File: config.mk
export PLATFORM = sky130hd
export DESIGN_NAME = logic_unit_sequencer_flat
export DESIGN_NICKNAME = d
export VERILOG_FILES = /design/src/rtl/logic_unit_sequencer_if.sv /design/src/rtl/logic_unit_sequencer.sv /design/src/flat_wrapper.sv
export SDC_FILE = /design/constraint.sdc
export NUM_CORES = 1
export LEC_CHECK = 0
export ABC_AREA = 1
export CAP_MARGIN = 5
export CORE_UTILIZATION = 42
export CTS_BUF_LIST = sky130_fd_sc_hd__clkbuf_16
export CTS_CLUSTER_DIAMETER = 30
export DETAILED_ROUTE_END_ITERATION = 8
export PLACE_DENSITY = 0.67
export RECOVER_POWER = 50
export SLEW_MARGIN = 20
export SYNTH_ARGS = -nofsm -noshare
export SYNTH_HDL_FRONTEND = slang
export SYNTH_SLANG_ARGS = --single-unit
File: constraint.sdc
create_clock -name clk -period 2.4 [get_ports clk]
set_clock_uncertainty 0.05 [all_clocks]
set_input_delay 0.6 -clock clk [delete_from_list [all_inputs] [get_ports clk]]
set_output_delay 0.6 -clock clk [all_outputs]
set_load 0.005 [all_outputs]
File: src/rtl/logic_unit_sequencer_if.sv
// Bus between the self-test sequencer, its controller and the logic unit under test.
// The slave modport is the sequencer; the master modport is whoever drives start and y_in.
interface logic_unit_sequencer_if;
  logic       start;
  logic       y_in;
  logic       a_out;
  logic       b_out;
  logic [2:0] op_sel;
  logic       busy;
  logic       done;
  logic [4:0] pass_mask;
  logic [4:0] err_count;
  logic [2:0] fail_op;
  logic [1:0] fail_ab;

  modport slave (
    input  start, y_in,
    output a_out, b_out, op_sel, busy, done, pass_mask, err_count, fail_op, fail_ab
  );

  modport master (
    output start, y_in,
    input  a_out, b_out, op_sel, busy, done, pass_mask, err_count, fail_op, fail_ab
  );
endinterface

File: src/rtl/logic_unit_sequencer.sv
// Walks all {a,b} vectors of AND/OR/NOT/XOR/NAND through the logic unit and scores the replies.
// state  | meaning
// IDLE   | waiting for start, results held
// RUN    | driving vector {op,vec}, cnt counts down the settle window
module logic_unit_sequencer #(
  parameter int unsigned SETTLE_CYCLES = 0
) (
  input  logic                    clk,
  input  logic                    rst_n,
  logic_unit_sequencer_if.slave   bus
);
  localparam logic [0:0] S_IDLE = 1'b0;
  localparam logic [0:0] S_RUN  = 1'b1;
  localparam logic [3:0] SETTLE = 4'(SETTLE_CYCLES);

  logic [0:0] state_q, state_d;
  logic [1:0] vec_q, vec_d;
  logic [2:0] op_q, op_d;
  logic [3:0] cnt_q, cnt_d;
  logic       done_q, done_d;
  logic [4:0] pass_q, pass_d;
  logic [4:0] err_q, err_d;
  logic [2:0] fail_op_q, fail_op_d;
  logic [1:0] fail_ab_q, fail_ab_d;
  logic       exp_y;

  always_comb begin
    exp_y = 1'b0;
    case (op_q)
      3'd0:    exp_y = vec_q[1] & vec_q[0];
      3'd1:    exp_y = vec_q[1] | vec_q[0];
      3'd2:    exp_y = ~vec_q[1];
      3'd3:    exp_y = vec_q[1] ^ vec_q[0];
      3'd4:    exp_y = ~(vec_q[1] & vec_q[0]);
      default: exp_y = 1'b0;
    endcase
  end

  always_comb begin
    state_d   = state_q;
    vec_d     = vec_q;
    op_d      = op_q;
    cnt_d     = cnt_q;
    done_d    = 1'b0;
    pass_d    = pass_q;
    err_d     = err_q;
    fail_op_d = fail_op_q;
    fail_ab_d = fail_ab_q;
    case (state_q)
      S_IDLE: begin
        if (bus.start) begin
          state_d   = S_RUN;
          vec_d     = 2'd0;
          op_d      = 3'd0;
          cnt_d     = SETTLE;
          pass_d    = 5'b11111;
          err_d     = 5'd0;
          fail_op_d = 3'd0;
          fail_ab_d = 2'd0;
        end
      end
      default: begin
        if (cnt_q != 4'd0) begin
          cnt_d = cnt_q - 4'd1;
        end else begin
          if (bus.y_in != exp_y) begin
            pass_d = pass_q & ~(5'b00001 << op_q);
            err_d  = err_q + 5'd1;
            if (err_q == 5'd0) begin
              fail_op_d = op_q;
              fail_ab_d = vec_q;
            end
          end
          if (op_q == 3'd4 && vec_q == 2'd3) begin
            state_d = S_IDLE;
            done_d  = 1'b1;
            vec_d   = 2'd0;
            op_d    = 3'd0;
          end else begin
            vec_d = vec_q + 2'd1;
            if (vec_q == 2'd3) op_d = op_q + 3'd1;
            cnt_d = SETTLE;
          end
        end
      end
    endcase
  end

  // Reset wipes results too: a run interrupted by reset leaves nothing behind.
  always_ff @(posedge clk or negedge rst_n) begin
    if (!rst_n) begin
      state_q   <= S_IDLE;
      vec_q     <= 2'd0;
      op_q      <= 3'd0;
      cnt_q     <= 4'd0;
      done_q    <= 1'b0;
      pass_q    <= 5'd0;
      err_q     <= 5'd0;
      fail_op_q <= 3'd0;
      fail_ab_q <= 2'd0;
    end else begin
      state_q   <= state_d;
      vec_q     <= vec_d;
      op_q      <= op_d;
      cnt_q     <= cnt_d;
      done_q    <= done_d;
      pass_q    <= pass_d;
      err_q     <= err_d;
      fail_op_q <= fail_op_d;
      fail_ab_q <= fail_ab_d;
    end
  end

  assign bus.a_out     = vec_q[1];
  assign bus.b_out     = vec_q[0];
  assign bus.op_sel    = op_q;
  assign bus.busy      = (state_q == S_RUN);
  assign bus.done      = done_q;
  assign bus.pass_mask = pass_q;
  assign bus.err_count = err_q;
  assign bus.fail_op   = fail_op_q;
  assign bus.fail_ab   = fail_ab_q;
endmodule

File: src/flat_wrapper.sv
// flat-port wrapper written by rule: the top's interface ports become plain ports
module logic_unit_sequencer_flat 
#(
  parameter int unsigned SETTLE_CYCLES = 0
)
  (clk, rst_n, bus_start, bus_y_in, bus_a_out, bus_b_out, bus_op_sel, bus_busy, bus_done, bus_pass_mask, bus_err_count, bus_fail_op, bus_fail_ab);
  logic_unit_sequencer_if bus_i ();
  input  logic clk;
  input  logic rst_n;
  input wire logic [$bits(bus_i.start)-1:0] bus_start;
  input wire logic [$bits(bus_i.y_in)-1:0] bus_y_in;
  output wire logic [$bits(bus_i.a_out)-1:0] bus_a_out;
  output wire logic [$bits(bus_i.b_out)-1:0] bus_b_out;
  output wire logic [$bits(bus_i.op_sel)-1:0] bus_op_sel;
  output wire logic [$bits(bus_i.busy)-1:0] bus_busy;
  output wire logic [$bits(bus_i.done)-1:0] bus_done;
  output wire logic [$bits(bus_i.pass_mask)-1:0] bus_pass_mask;
  output wire logic [$bits(bus_i.err_count)-1:0] bus_err_count;
  output wire logic [$bits(bus_i.fail_op)-1:0] bus_fail_op;
  output wire logic [$bits(bus_i.fail_ab)-1:0] bus_fail_ab;
  assign bus_i.start = bus_start;
  assign bus_i.y_in = bus_y_in;
  assign bus_a_out = bus_i.a_out;
  assign bus_b_out = bus_i.b_out;
  assign bus_op_sel = bus_i.op_sel;
  assign bus_busy = bus_i.busy;
  assign bus_done = bus_i.done;
  assign bus_pass_mask = bus_i.pass_mask;
  assign bus_err_count = bus_i.err_count;
  assign bus_fail_op = bus_i.fail_op;
  assign bus_fail_ab = bus_i.fail_ab;
  logic_unit_sequencer #(.SETTLE_CYCLES(SETTLE_CYCLES)) u_core (.clk(clk), .rst_n(rst_n), .bus(bus_i));
endmodule
# [After elaboration in Yosys (flattened, before gate mapping)]
# Cells that the tools add are included.
[classes] addsub=4 eq_ne=11 shifts=1 muxes=37 bitwise_logic=7 reduce_logical=10
[op_table] cell="$mux 5" count=8
[op_table] cell="$mux 3" count=9
[op_table] cell="$mux 2" count=8
[op_table] cell="$mux 4" count=4
[op_table] cell="$mux 1" count=7
[op_table] cell="$eq 3x2->1 const B" count=2
[op_table] cell="$ne 2x2->1 const B" count=3
[op_table] cell="$ne 3x3->1 const B" count=2
[op_table] cell="$reduce_and 3->1" count=2
[op_table] cell="$add 5x1->5 const B" count=1
[op_table] cell="$and 5x5->5" count=1
[op_table] cell="$logic_not 5->1" count=1
[op_table] cell="$not 5->5" count=1
[op_table] cell="$pmux 1 s5" count=1
[op_table] cell="$shl 1x3->5 const A" count=1
[op_table] cell="$reduce_and 2->1" count=2
[op_table] cell="$reduce_and 4->1" count=1
[op_table] cell="$reduce_bool 4->1" count=1
[op_table] cell="$sub 4x1->4 const B" count=1
[op_table] cell="$add 3x1->3 const B" count=1
[op_table] cell="$eq 3x1->1 const B" count=1
[op_table] cell="$eq 3x3->1 const B" count=1
[op_table] cell="$logic_not 3->1" count=1
[op_table] cell="$add 2x1->2 const B" count=1
[op_table] cell="8 further kinds" count=9
[word_totals] regBits=26 in_bits=4 output_inout_bits=22 word_cells=79

# [Depth between registers and ports, before layout]
# Gate-level depths: netlist of the first run.
[logic_depth] word_depth=7 ltp_mapped=13 ltp_nobuf=12

# [Worst setup path after synthesis of the first run]
# Ideal clock, no wire load.
[synth_path] path_kind="register -> register" start="reg u_core.op_q[0] (netlist: u_core.bus.op_sel[0])" end="reg u_core.pass_q[3] (netlist: u_core.bus.pass_mask[3])" setup_ns=0.130 arrival_time_ns=1.513 required_ns=2.220 path_slack_ns=0.707 stages_incl_launch_ff=12 n_path_buf=1 period_less_slack_ns=1.693 cell_sequence="dfrtp_1 -> ha_1 -> ha_1 -> nand2_1 -> nand2_2 -> nor2_4 -> nand3_1 -> nand2_2 -> buf_6 -> nand3_2 -> nand2_1 -> nand2_1"
[synth_via] elab_chain_len=6 elab_cells_between_ends=15 classes_between="eq/ne (6); shift (1); mux (4); bitwise (2); reduce/logical (2)"
[synth_lines] element="start, declared" line="logic_unit_sequencer.sv:18" text="logic [2:0] op_q, op_d;"
[synth_lines] element="start signal, assigned" line="logic_unit_sequencer.sv:104" text="op_q <= op_d;"
[synth_lines] element="branches (longest 6 deep; another with $pmux 1 s5)"
[synth_lines] element="end signal, assigned" line="logic_unit_sequencer.sv:107" text="pass_q <= pass_d;"
[synth_lines] element="end, declared" line="logic_unit_sequencer.sv:21" text="logic [4:0] pass_q, pass_d;"
# Several ways; the timed one is not identified. The select of a mux whose other input is x is not followed.
# A chain may end at the register's enable or synchronous reset.

# [Worst setup path after layout of the first run]
[layout_path] start="reg u_core.state_q (netlist: u_core.bus.busy)" end="out bus_busy"
[layout_lines] element="start, declared" line="logic_unit_sequencer.sv:16" text="logic [0:0] state_q, state_d;"
[layout_lines] element="start signal, assigned" line="logic_unit_sequencer.sv:102" text="state_q <= state_d;"
[layout_lines] element="end, declared" line="flat_wrapper.sv:15" text="output wire logic [$bits(bus_i.busy)-1:0] bus_busy;"
# No word-level cell between the ends.

==> summary.md, run 1 <==
| Metric | Value |
|---|---|
| Status | complete, no violations |
| Top cells by area, synth | dfrtp_1 44%, nand2_1 12%, ha_1 10% |
| CTS max path bufs | 2 |
| Switching share of total power | 40.1% |
| Number of port buffers | 25 |
| Crit-path max FO | 9 |
| Buf+Inv Stages, Crit Path | 1 |
| Gr usage total | 19.3% |
| Arr. time, crit path | approximately 1400 ps |
| Yosys top cell area share | ~44% |
| Async SR Flop Fraction | 100% |
| Share of cells above drive strength 1 | around 8.3% |
| # DRC | 0 |
| Root Driver | clkbuf_16 |
| Crit-path cells | clkdlybuf4s50_1 |
| Routed length on met1 | 1490 µm |
| Internal power | 1.34 mW |
| Syn Nets | 193 |
| CP startpoint kind | register |
| Number of distinct library cells after synthesis | 24 |
| DRT Wirelength | 3170 µm |
| Worst skew pair latency | roughly 250 ps |
| Worst Setup SP | u_core.bus.busy$_DFF_PN0_ |
| Yosys warns | 0 |
| Antenna cells | 0 |
| Num CTS Buffers | 3 |
| Worst min path class | register to register |
| Synth Register Bits | 26 |
| Netlist Area Pre-Place | roughly 0.0015 mm² |
| TNS Setup | 0 ps |
| CP Depth | 1 |
| Final hold vios | 0 |
| Final HPWL from detailed placement | 2370 µm |
| # nets final | roughly 220 |
| Core area | 0.00336 mm² |
| Power share of the combinational group | between 40% and 50% |
| Maxcap violations | 0 |
| Die height | 61.3 µm |
| Synth area leader | dfrtp_1 |
| Drt wl/cell | 12.6 µm |
| Worst rel slew slack | 55.9% |
| H-tree depth | 1 |
| Vias in the first global route | 1,199 |
| Highest metal used | met4 |
| WL met2 | ~1500 µm |
| Initial antenna violation count | 0 |
| Via count | 1,266 |
| Seq/Total Area, Yosys | 44.1% |
| CTS Sinks | 26 |
| Site Rows | 21 |
| Layout area overhead | 25.5% |
| Leakage power | 0.955 nW |
| First-pass GRT wire length | 5440 µm |
| CP max stage cell | clkdlybuf4s50_1 |
| Reg power frac | 34.9% |
| Worst reg-to-reg path cell count | 10 |
| Post-CTS Repair Setup Buffers | 0 |
| PD cells | 1210 mW/mm² |
| GRT overflow | 0 |
| Clock transition at the registers of the reported paths | 60 ps |
| Worst-Margin Slew | 661 ps |
| Crit Path Category | register to output pin |
| Worst Setup EP | bus_busy |
| RSZ-0062 raised after global routing | false |
| CTS tree | yes |
| Post-synth EDFFs | 0 |
| R2r startpoint | u_core.bus.op_sel[0]$_DFFE_PN0P_ |
| Synth Instances | 177 |
| R2R Path End | u_core.bus.pass_mask[0]$_DFFE_PN0P_ |
| Ys flop type | dfrtp_1 |
| Tot Pwr | around 2.2 mW |
| Mean area per synthesized cell | 8.34 µm² |
| DRT iter0 DRCs | 78 |
| Clock Power Share | between 10% and 20% |
| Tcrit/Tclk final | 84.3% |
| Peak per-stage delay on the critical path | 580 ps |
| Hold Buf Count CTS | 0 |
| Post-route ant nets | 0 |
| Worst EP required | 1750 ps |
| Psw | approximately 0.9 mW |
| DRT Pass-1 Iters | 4 |
| VDD IR max | slightly below 0.0006 V |
| Worst setup EP type | output pin |
| Placer Congestion | 0.898 |
| DR WL met3 | 140 µm |
| Starting Density | between 40% and 50% |
| Via density | 5.04 |
| Critical path's top delay family | buffers and inverters |
| Flop2flop setup slack | 510 ps |
| Max Fclk | 0.494 GHz |
| Largest net degree at the start of global routing | 27 |
| # setup viols final | 0 |
| Max-slew violations | 0 |
| Post-CTS sizing | 0 |
| DIE AREA | 0.00376 mm² |
| Width of the die | 61.3 µm |
| # IOs | 26 |
| Final min period | 2020 ps |
-- final cells by class --
| cell class | count | area, µm² |
|---|---|---|
| clock buffers | 3 | 75.1 |
| clock inverters | 1 | 3.75 |
| fillers | 332 | 1510 |
| inverters | 23 | 86.3 |
| multi-input cells | 124 | 709 |
| flip-flops and latches | 26 | 651 |
| well taps | 46 | 57.6 |
| repair buffers | 28 | 270 |
-- through the flow --
| step | cells | setup slack, ps | util (%) | cell area [µm²] | hold WS (ps) |
|---|---|---|---|---|---|
| final | 251 | 377 | 55.1 | 1850 | 419 |
| after global routing | 251 | 245 | 55.1 | 1850 | 446 |
| after CTS | 251 | 373 | 55.2 | 1860 | 433 |
| after detailed placement | 247 | 481 | 52.9 | 1780 | 417 |
| after global placement | 247 | 511 | 52.9 | 1780 | 409 |
| after floorplan | 177 | 707 | - | 1480 | 254 |
-- synth_stat cells, types with 2 or more instances --
cell type and count:
nand2_1 47, dfrtp_1 26, nand3_1 24, inv_1 21, ha_1 12, nor2_1 11, nand4_1 6, nand2_2 4
o21ai_0 4, o32ai_1 3, xor2_1 3, inv_2 2, nand3_2 2, nor2_2 2
-- logic make-up (layout without fill, tap and decap cells) --
group,Yosys count,after routing,share of synthesized area (%)
buffers and inverters,27,55,7.71
adders and majority gates,12,12,10.2
DFF,26,26,44.1
AOI/OAI and AO/OA,9,9,3.98
xor gates and xnor gates,4,4,2.37
and+or+nand+nor,99,99,31.7
-- tightest hold or removal path, cell delays in order (launching register included) --
cell	delay (ps)
dfrtp_1	340
nand2_1	50
nand2_1	50
-- routing by layer --
metal,global-route usage [%],vias up
met3,2.73,2
met1,25.4,601
met4,3.90,0
li1,-,631
met2,33.9,32
met5,0,-
-- layout by cell type (no fill, tap or decap) --
cell type / count
nor2_1: 12
buf_4: 2
clkbuf_16: 3
nand2_1: 47
nand4_1: 6
clkinv_1: 1
inv_1: 21
nor2_2: 1
a21oi_1: 1
nand2_2: 4
ha_1: 12
nor3_4: 1
clkdlybuf4s50_1: 16
a22oi_1: 1
nand3_1: 24
nor2_4: 1
o32ai_1: 3
nand3_2: 2
dfrtp_1: 26
nand3b_1: 1
clkbuf_2: 1
xor2_1: 3
dlygate4sd3_1: 9
o21ai_0: 4
xnor2_1: 1
inv_2: 2
-- power groups by stage --
stage	clock network, mW	registers [mW]	logic [mW]
floorplan	0	0.773	0.704
global placement	0	0.786	1.09
detailed placement	0	0.795	1.13
CTS	0.376	0.787	1.13
global route	0.386	0.810	1.26
finish	0.363	0.783	1.10
-- worst min-delay path by stage --
stage	start	end	slack [ps]	cells past startpoint
floorplan	rst_n	u_core.bus.busy$_DFF_PN0_	250	0
global placement	u_core.bus.pass_mask[1]$_DFFE_PN0P_	u_core.bus.pass_mask[1]$_DFFE_PN0P_	410	2
detailed placement	u_core.bus.fail_ab[0]$_DFFE_PN0P_	u_core.bus.fail_ab[0]$_DFFE_PN0P_	420	2
CTS	u_core.bus.fail_ab[0]$_DFFE_PN0P_	u_core.bus.fail_ab[0]$_DFFE_PN0P_	430	2
global route	u_core.bus.fail_op[1]$_DFFE_PN0P_	u_core.bus.fail_op[1]$_DFFE_PN0P_	450	2
finish	u_core.bus.fail_ab[0]$_DFFE_PN0P_	u_core.bus.fail_ab[0]$_DFFE_PN0P_	420	2
-- sequential cells by signal, indices dropped and copies added, names as in the netlist --
register              cells
u_core.bus.done           1
u_core.bus.busy           1
u_core.bus.pass_mask      5
u_core.bus.fail_op        3
u_core.bus.err_count      5
u_core.bus.fail_ab        2
u_core.cnt_q              4
u_core.vec_q              2
u_core.bus.op_sel         3
Power figures use the tool's default switching activity.
==> run 2: changes to the inputs <==
- PLACE_DENSITY: 0.67 -> 0.69
- clock period: 2.4 -> 1.8 ns (I/O delays scaled with it)
==> run 2 against run 1 <==
Effect of this change: register-to-register slack worse by 440 ps; non-clock buffer count is 12 higher; die area stayed put; sequential share of layout area is 3.3 points lower; cell count is 5.2% higher; worst setup slack worse by 340 ps; wire length is 8.6% higher; sequential cell count stayed put; combinational power is 80% higher; highest routed layer unchanged.
==> summary.md, run 2 (same netlist as run 1, synthesis figures left out) <==
| Metric | Value |
|---|---|
| Commonest non-fill, non-tap cells in the layout | 45 x nand2_1, 25 x dfrtp_1, 22 x clkdlybuf4s50_1 |
| Setup ws final | 37.2 ps |
| Placer Congestion | ~0.86 |
| Largest net degree at the start of global routing | 27 |
| # nets final | 235 |
| Internal power | approximately 2.1 mW |
| Clock Power Share | roughly 14% |
| Arr. time, crit path | 1260 ps |
| Final hold vios | 0 |
| # DRC | 0 |
| Fillers | 293 |
| CTS max path bufs | 2 |
| Peak per-stage delay on the critical path | 530 ps |
| Commonest non-fill, non-tap cell in the layout | nand2_1 |
| Maxcap violations | 0 |
| Crit-path max FO | 9 |
| CP startpoint kind | register |
| Worst EP required | 1300 ps |
| Worst Min Path Start | u_core.bus.pass_mask[1]$_DFFE_PN0P_ |
| Share of cells above drive strength 1 | 19.7% |
| Layout area overhead | 38.8% |
| CP max stage cell | clkdlybuf4s50_1 |
| VDD IR max | 0.000929 V |
| Starting Density | 43.9% |
| Pre-CTS setup slack | -22.9 ps |
| Worst skew pair latency | 260 ps |
| Site Rows | 21 |
| Worst hold slack | ~420 ps |
| Num CTS Buffers | 3 |
| Buf+Inv Stages, Crit Path | 1 |
| Die height | 61.3 µm |
| Switching share of total power | 40.0% |
| TNS Setup | 0 ps |
| Critical path's top delay family | buffers and inverters |
| Initial antenna violation count | 0 |
| CTS Sinks | 26 |
| CTS tree | yes |
| Tcrit/Tclk final | 97.9% |
| Worst Setup SP | u_core.bus.busy$_DFF_PN0_ |
| DRT Pass-1 Iters | 4 |
| Gr usage total | 20.0% |
| Width of the die | 61.3 µm |
| DRT Wirelength | 3450 µm |
| # setup viols final | 0 |
| Core area | 0.00336 mm² |
| Vias in the first global route | 1,337 |
| Via count | 1,343 |
| R2r startpoint | u_core.bus.op_sel[1]$_DFFE_PN0P_ |
| Clock transition at the registers of the reported paths | 60 ps |
| DRT iter0 DRCs | 58 |
| Worst-Margin Slew | 639 ps |
| Drt wl/cell | 13.1 µm |
| Via density | 5.09 |
| Reg power frac | roughly 30% |
| H-tree depth | 1 |
| Psw | 1.39 mW |
| GRT overflow | 0 |
| RSZ-0062 raised after global routing | true |
| # IOs | 26 |
| Final HPWL from detailed placement | roughly 2500 µm |
| Crit Path Category | register to output pin |
| Final std cells w/o fill | 264 |
| Cell count after placement | 255 |
| Worst setup EP type | output pin |
| Power share of the combinational group | 56.8% |
| Crit-path cells | clkdlybuf4s50_1 |
| First-pass GRT wire length | 5480 µm |
| Max Fclk | about 0.57 GHz |
| Number of port buffers | 25 |
| Max-slew violations | 0 |
| PD cells | 1700 mW/mm² |
| Status | complete, no violations |
| DIE AREA | 0.00376 mm² |
| Post-route ant nets | 0 |
| Worst min path class | register to register |
| Leakage power | 1.04 nW |
| Antenna cells | 0 |
| Hold Buf Count CTS | 0 |
| Final min period | 1760 ps |
| Root Driver | clkbuf_16 |
| Post-route cell area | roughly 0.0020 mm² |
| Dpl cell area | 0.00185 mm² |
| Worst rel slew slack | between 50% and 60% |
run 2: cell types whose count changed in the layout (fill, tap and decap cells not counted), moves of 4 or more:
cell / before / now
ha_1: 12 / 7
ha_2: 0 / 4
clkdlybuf4s50_1: 16 / 22
dlygate4sd3_1: 9 / 1
buf_4: 2 / 10
run 2: per-stage QoR:
step | util (%) | power (mW)
after CTS | 58.0 | 3.28
final | 60.9 | 3.48
after global routing | 60.9 | 3.77
after floorplan | - | 1.97
after global placement | 55.1 | 2.65
after detailed placement | 55.1 | 2.72
run 2: final cells by class:
| cell class | count | area, µm² | area share [%] |
|---|---|---|---|
| multi-input cells | 125 | 786 | 38.3 |
| well taps | 46 | 57.6 | 2.81 |
| clock buffers | 3 | 75.1 | 3.66 |
| inverters | 23 | 86.3 | 4.21 |
| clock inverters | 1 | 3.75 | 0.183 |
| flip-flops and latches | 26 | 652 | 31.8 |
| repair buffers | 40 | 389 | 19.0 |
run 2: final timing paths:
check                                                      endpoint  slack [ps]  depth (start not counted)
worst max-delay path                                       bus_busy          40                          1
max in group asynchronous                 u_core.bus.busy$_DFF_PN0_         570                          2
worst min-delay path            u_core.bus.pass_mask[1]$_DFFE_PN0P_         420                          2
min in group asynchronous               u_core.cnt_q[2]$_DFFE_PN0P_         690                          2
worst min register to register  u_core.bus.pass_mask[1]$_DFFE_PN0P_         420                          2
worst max register to register  u_core.bus.err_count[2]$_DFFE_PN0P_          70                         10
run 2: what timing repair did:
item                                    CTS  global route
buffers inserted                          2             2
resized for setup                         2            19
cloned                                    0             1
pin swaps                                 0             4
endpoints found under the setup margin    6            18
run 2: power groups by stage:
stage	logic (mW)	registers (mW)	clock network, mW
after floorplan	0.938	1.03	0
after global placement	1.64	1.01	0
after detailed placement	1.70	1.02	0
after CTS	1.77	1.01	0.506
after global routing	2.20	1.04	0.531
final	1.98	1.02	0.489
run 2: routing by layer:
layer / track usage, % / wire length, µm / vias to the layer above
met1: 24.6 / 1570 / 659
li1: - / - / 657
met4: 10.4 / 52 / 0
met2: 34.6 / 1750 / 22
met5: 0 / 0 / -
met3: 1.89 / 81 / 5
==> run 3: changes to the inputs <==
- PLACE_DENSITY: 0.69 -> 0.67
- clock period: 1.8 -> 1.9 ns (I/O delays scaled with it)
==> run 3 against run 2 <==
Effect of this change: register-to-register slack worse by 20 ps; non-clock buffer count shrank 7; total power decreased by 13%; die area unchanged; cell count down 3.4%; sequential power fell by 5%; clock-buffer cell count unchanged; critical path type is now register to register.
==> summary.md, run 3 (same netlist as run 1, synthesis figures left out) <==
| Metric | Value |
|---|---|
| Via density | 5.10 |
| # setup viols final | 0 |
| Worst skew pair latency | roughly 250 ps |
| Layout area overhead | 29.3% |
| Maxcap violations | 0 |
| Tcrit/Tclk final | approximately 97% |
| Crit-path max FO | 13 |
| Initial antenna violation count | 0 |
| Site Rows | 21 |
| Share of cells above drive strength 1 | between 10% and 20% |
| GRT overflow | 0 |
| Final min period | 1850 ps |
| CTS tree | yes |
| Starting Density | 43.9% |
| Hold Buf Count CTS | 0 |
| RSZ-0062 raised after global routing | true |
| Commonest non-fill, non-tap cells in the layout | 45 x nand2_1, 24 x clkdlybuf4s50_1, 24 x dfrtp_1 |
| Status | complete, no violations |
| PD cells | 1580 mW/mm² |
| Worst rel slew slack | 57.1% |
| Final hold vios | 0 |
| # DRC | 0 |
| # IOs | 26 |
| Final HPWL from detailed placement | ~2500 µm |
| Worst hold slack | 423 ps |
| Via count | around 1,300 |
| Die height | a little over 60 µm |
| Root Driver | clkbuf_16 |
| Worst setup EP type | register |
| Drt wl/cell | 13.1 µm |
| Leakage power | 0.966 nW |
| Max-slew violations | 0 |
| Layout Utilization | 56.8% |
| Core area | ~0.0034 mm² |
| Post-route ant nets | 0 |
| Vias in the first global route | 1,160 |
| Worst min path class | register to register |
| CTS max path bufs | 2 |
| DIE AREA | 0.00376 mm² |
| Gr usage total | 19.0% |
| Num CTS Buffers | 3 |
| CP startpoint kind | register |
| First-pass GRT wire length | 5140 µm |
| Arr. time, crit path | 1940 ps |
| DRT iter0 DRCs | 56 |
| Worst-Margin Slew | about 640 ps |
| CTS Sinks | 26 |
| DRT Wirelength | 3340 µm |
| Largest net degree at the start of global routing | 27 |
| Clock transition at the registers of the reported paths | 60 ps |
| Width of the die | 61.3 µm |
| H-tree depth | 1 |
| Max Fclk | 0.542 GHz |
| # nets final | between 200 and 250 |
| Worst EP required | around 2000 ps |
| Antenna cells | 0 |
| DRT Pass-1 Iters | 4 |
| VDD IR max | 0.000613 V |
| Number of port buffers | 25 |
| Crit Path Category | register to register |
| Placer Congestion | 0.882 |
| Commonest non-fill, non-tap cell in the layout | nand2_1 |
==> run 3: area by class of cell <==
| class | instances | area (µm²) |
|---|---|---|
| Clock buffer | 3 | 75.1 |
| Fill cell | 346 | 1450 |
| Inverter | 23 | 86.3 |
| Multi-Input combinational cell | 124 | 729 |
| Sequential cell | 26 | 653 |
| Tap cell | 46 | 57.6 |
| Timing Repair Buffer | 33 | 308 |
==> run 3: where the power goes <==
group,total (mW),leakage [nW],internal (mW),switching (mW)
Sequential,0.970,0.320,0.779,0.192
Clock,0.450,0.0370,0.278,0.171
Combinational,1.59,0.609,0.752,0.841
Total,3.01,0.966,1.81,1.20
==> run 3: repair_timing <==
item	in CTS	in global routing
resized for setup	1	6
endpoints found under the setup margin	1	10
buffers inserted	0	1
==> run 3: worst paths after layout <==
kind	cells past startpoint	end	slack, ps	from
hold reg to reg	2	u_core.bus.fail_op[1]$_DFFE_PN0P_	420	u_core.bus.fail_op[1]$_DFFE_PN0P_
setup / recovery	11	u_core.bus.err_count[2]$_DFFE_PN0P_	50	u_core.bus.op_sel[0]$_DFFE_PN0P_
setup reg to reg	11	u_core.bus.err_count[2]$_DFFE_PN0P_	50	u_core.bus.op_sel[0]$_DFFE_PN0P_
max in group asynchronous	2	u_core.vec_q[1]$_DFFE_PN0P_	620	rst_n
min in group asynchronous	2	u_core.bus.fail_ab[1]$_DFFE_PN0P_	720	rst_n
hold / removal	2	u_core.bus.fail_op[1]$_DFFE_PN0P_	420	u_core.bus.fail_op[1]$_DFFE_PN0P_
==> run 3: per-layer routing <==
layer	wire length [µm]	track usage (%)	share of wire (%)
met2	1740	34.2	52
met4	19	5.52	0.57
met3	114	2.73	3.4
met1	1460	23.6	44
met5	0	0	0
==> run 3: worst max-delay path: stages (launching register included) <==
cell and delay [ps]:
dfrtp_1 420, ha_1 220, ha_1 210, nand2_1 90
nand2_2 60, nor2_4 120, nand2_2 80, nand2_2 100
nand2_4 120, buf_4 160, nand3_1 60, nand2_1 50
==> run 3: through the flow <==
| stage | setup slack (ps) | TNS, ps | std cells | instance area, µm² | power (mW) |
|---|---|---|---|---|---|
| floorplan | 207 | 0 | 177 | 1480 | 1.87 |
| global placement | 153 | 0 | 251 | 1810 | 2.43 |
| detailed placement | 71.4 | 0 | 251 | 1810 | 2.49 |
| CTS | 38.9 | 0 | 254 | 1890 | 2.96 |
| global route | -30.4 | -42.7 | 255 | 1910 | 3.26 |
| finish | 54.4 | 0 | 255 | 1910 | 3.01 |
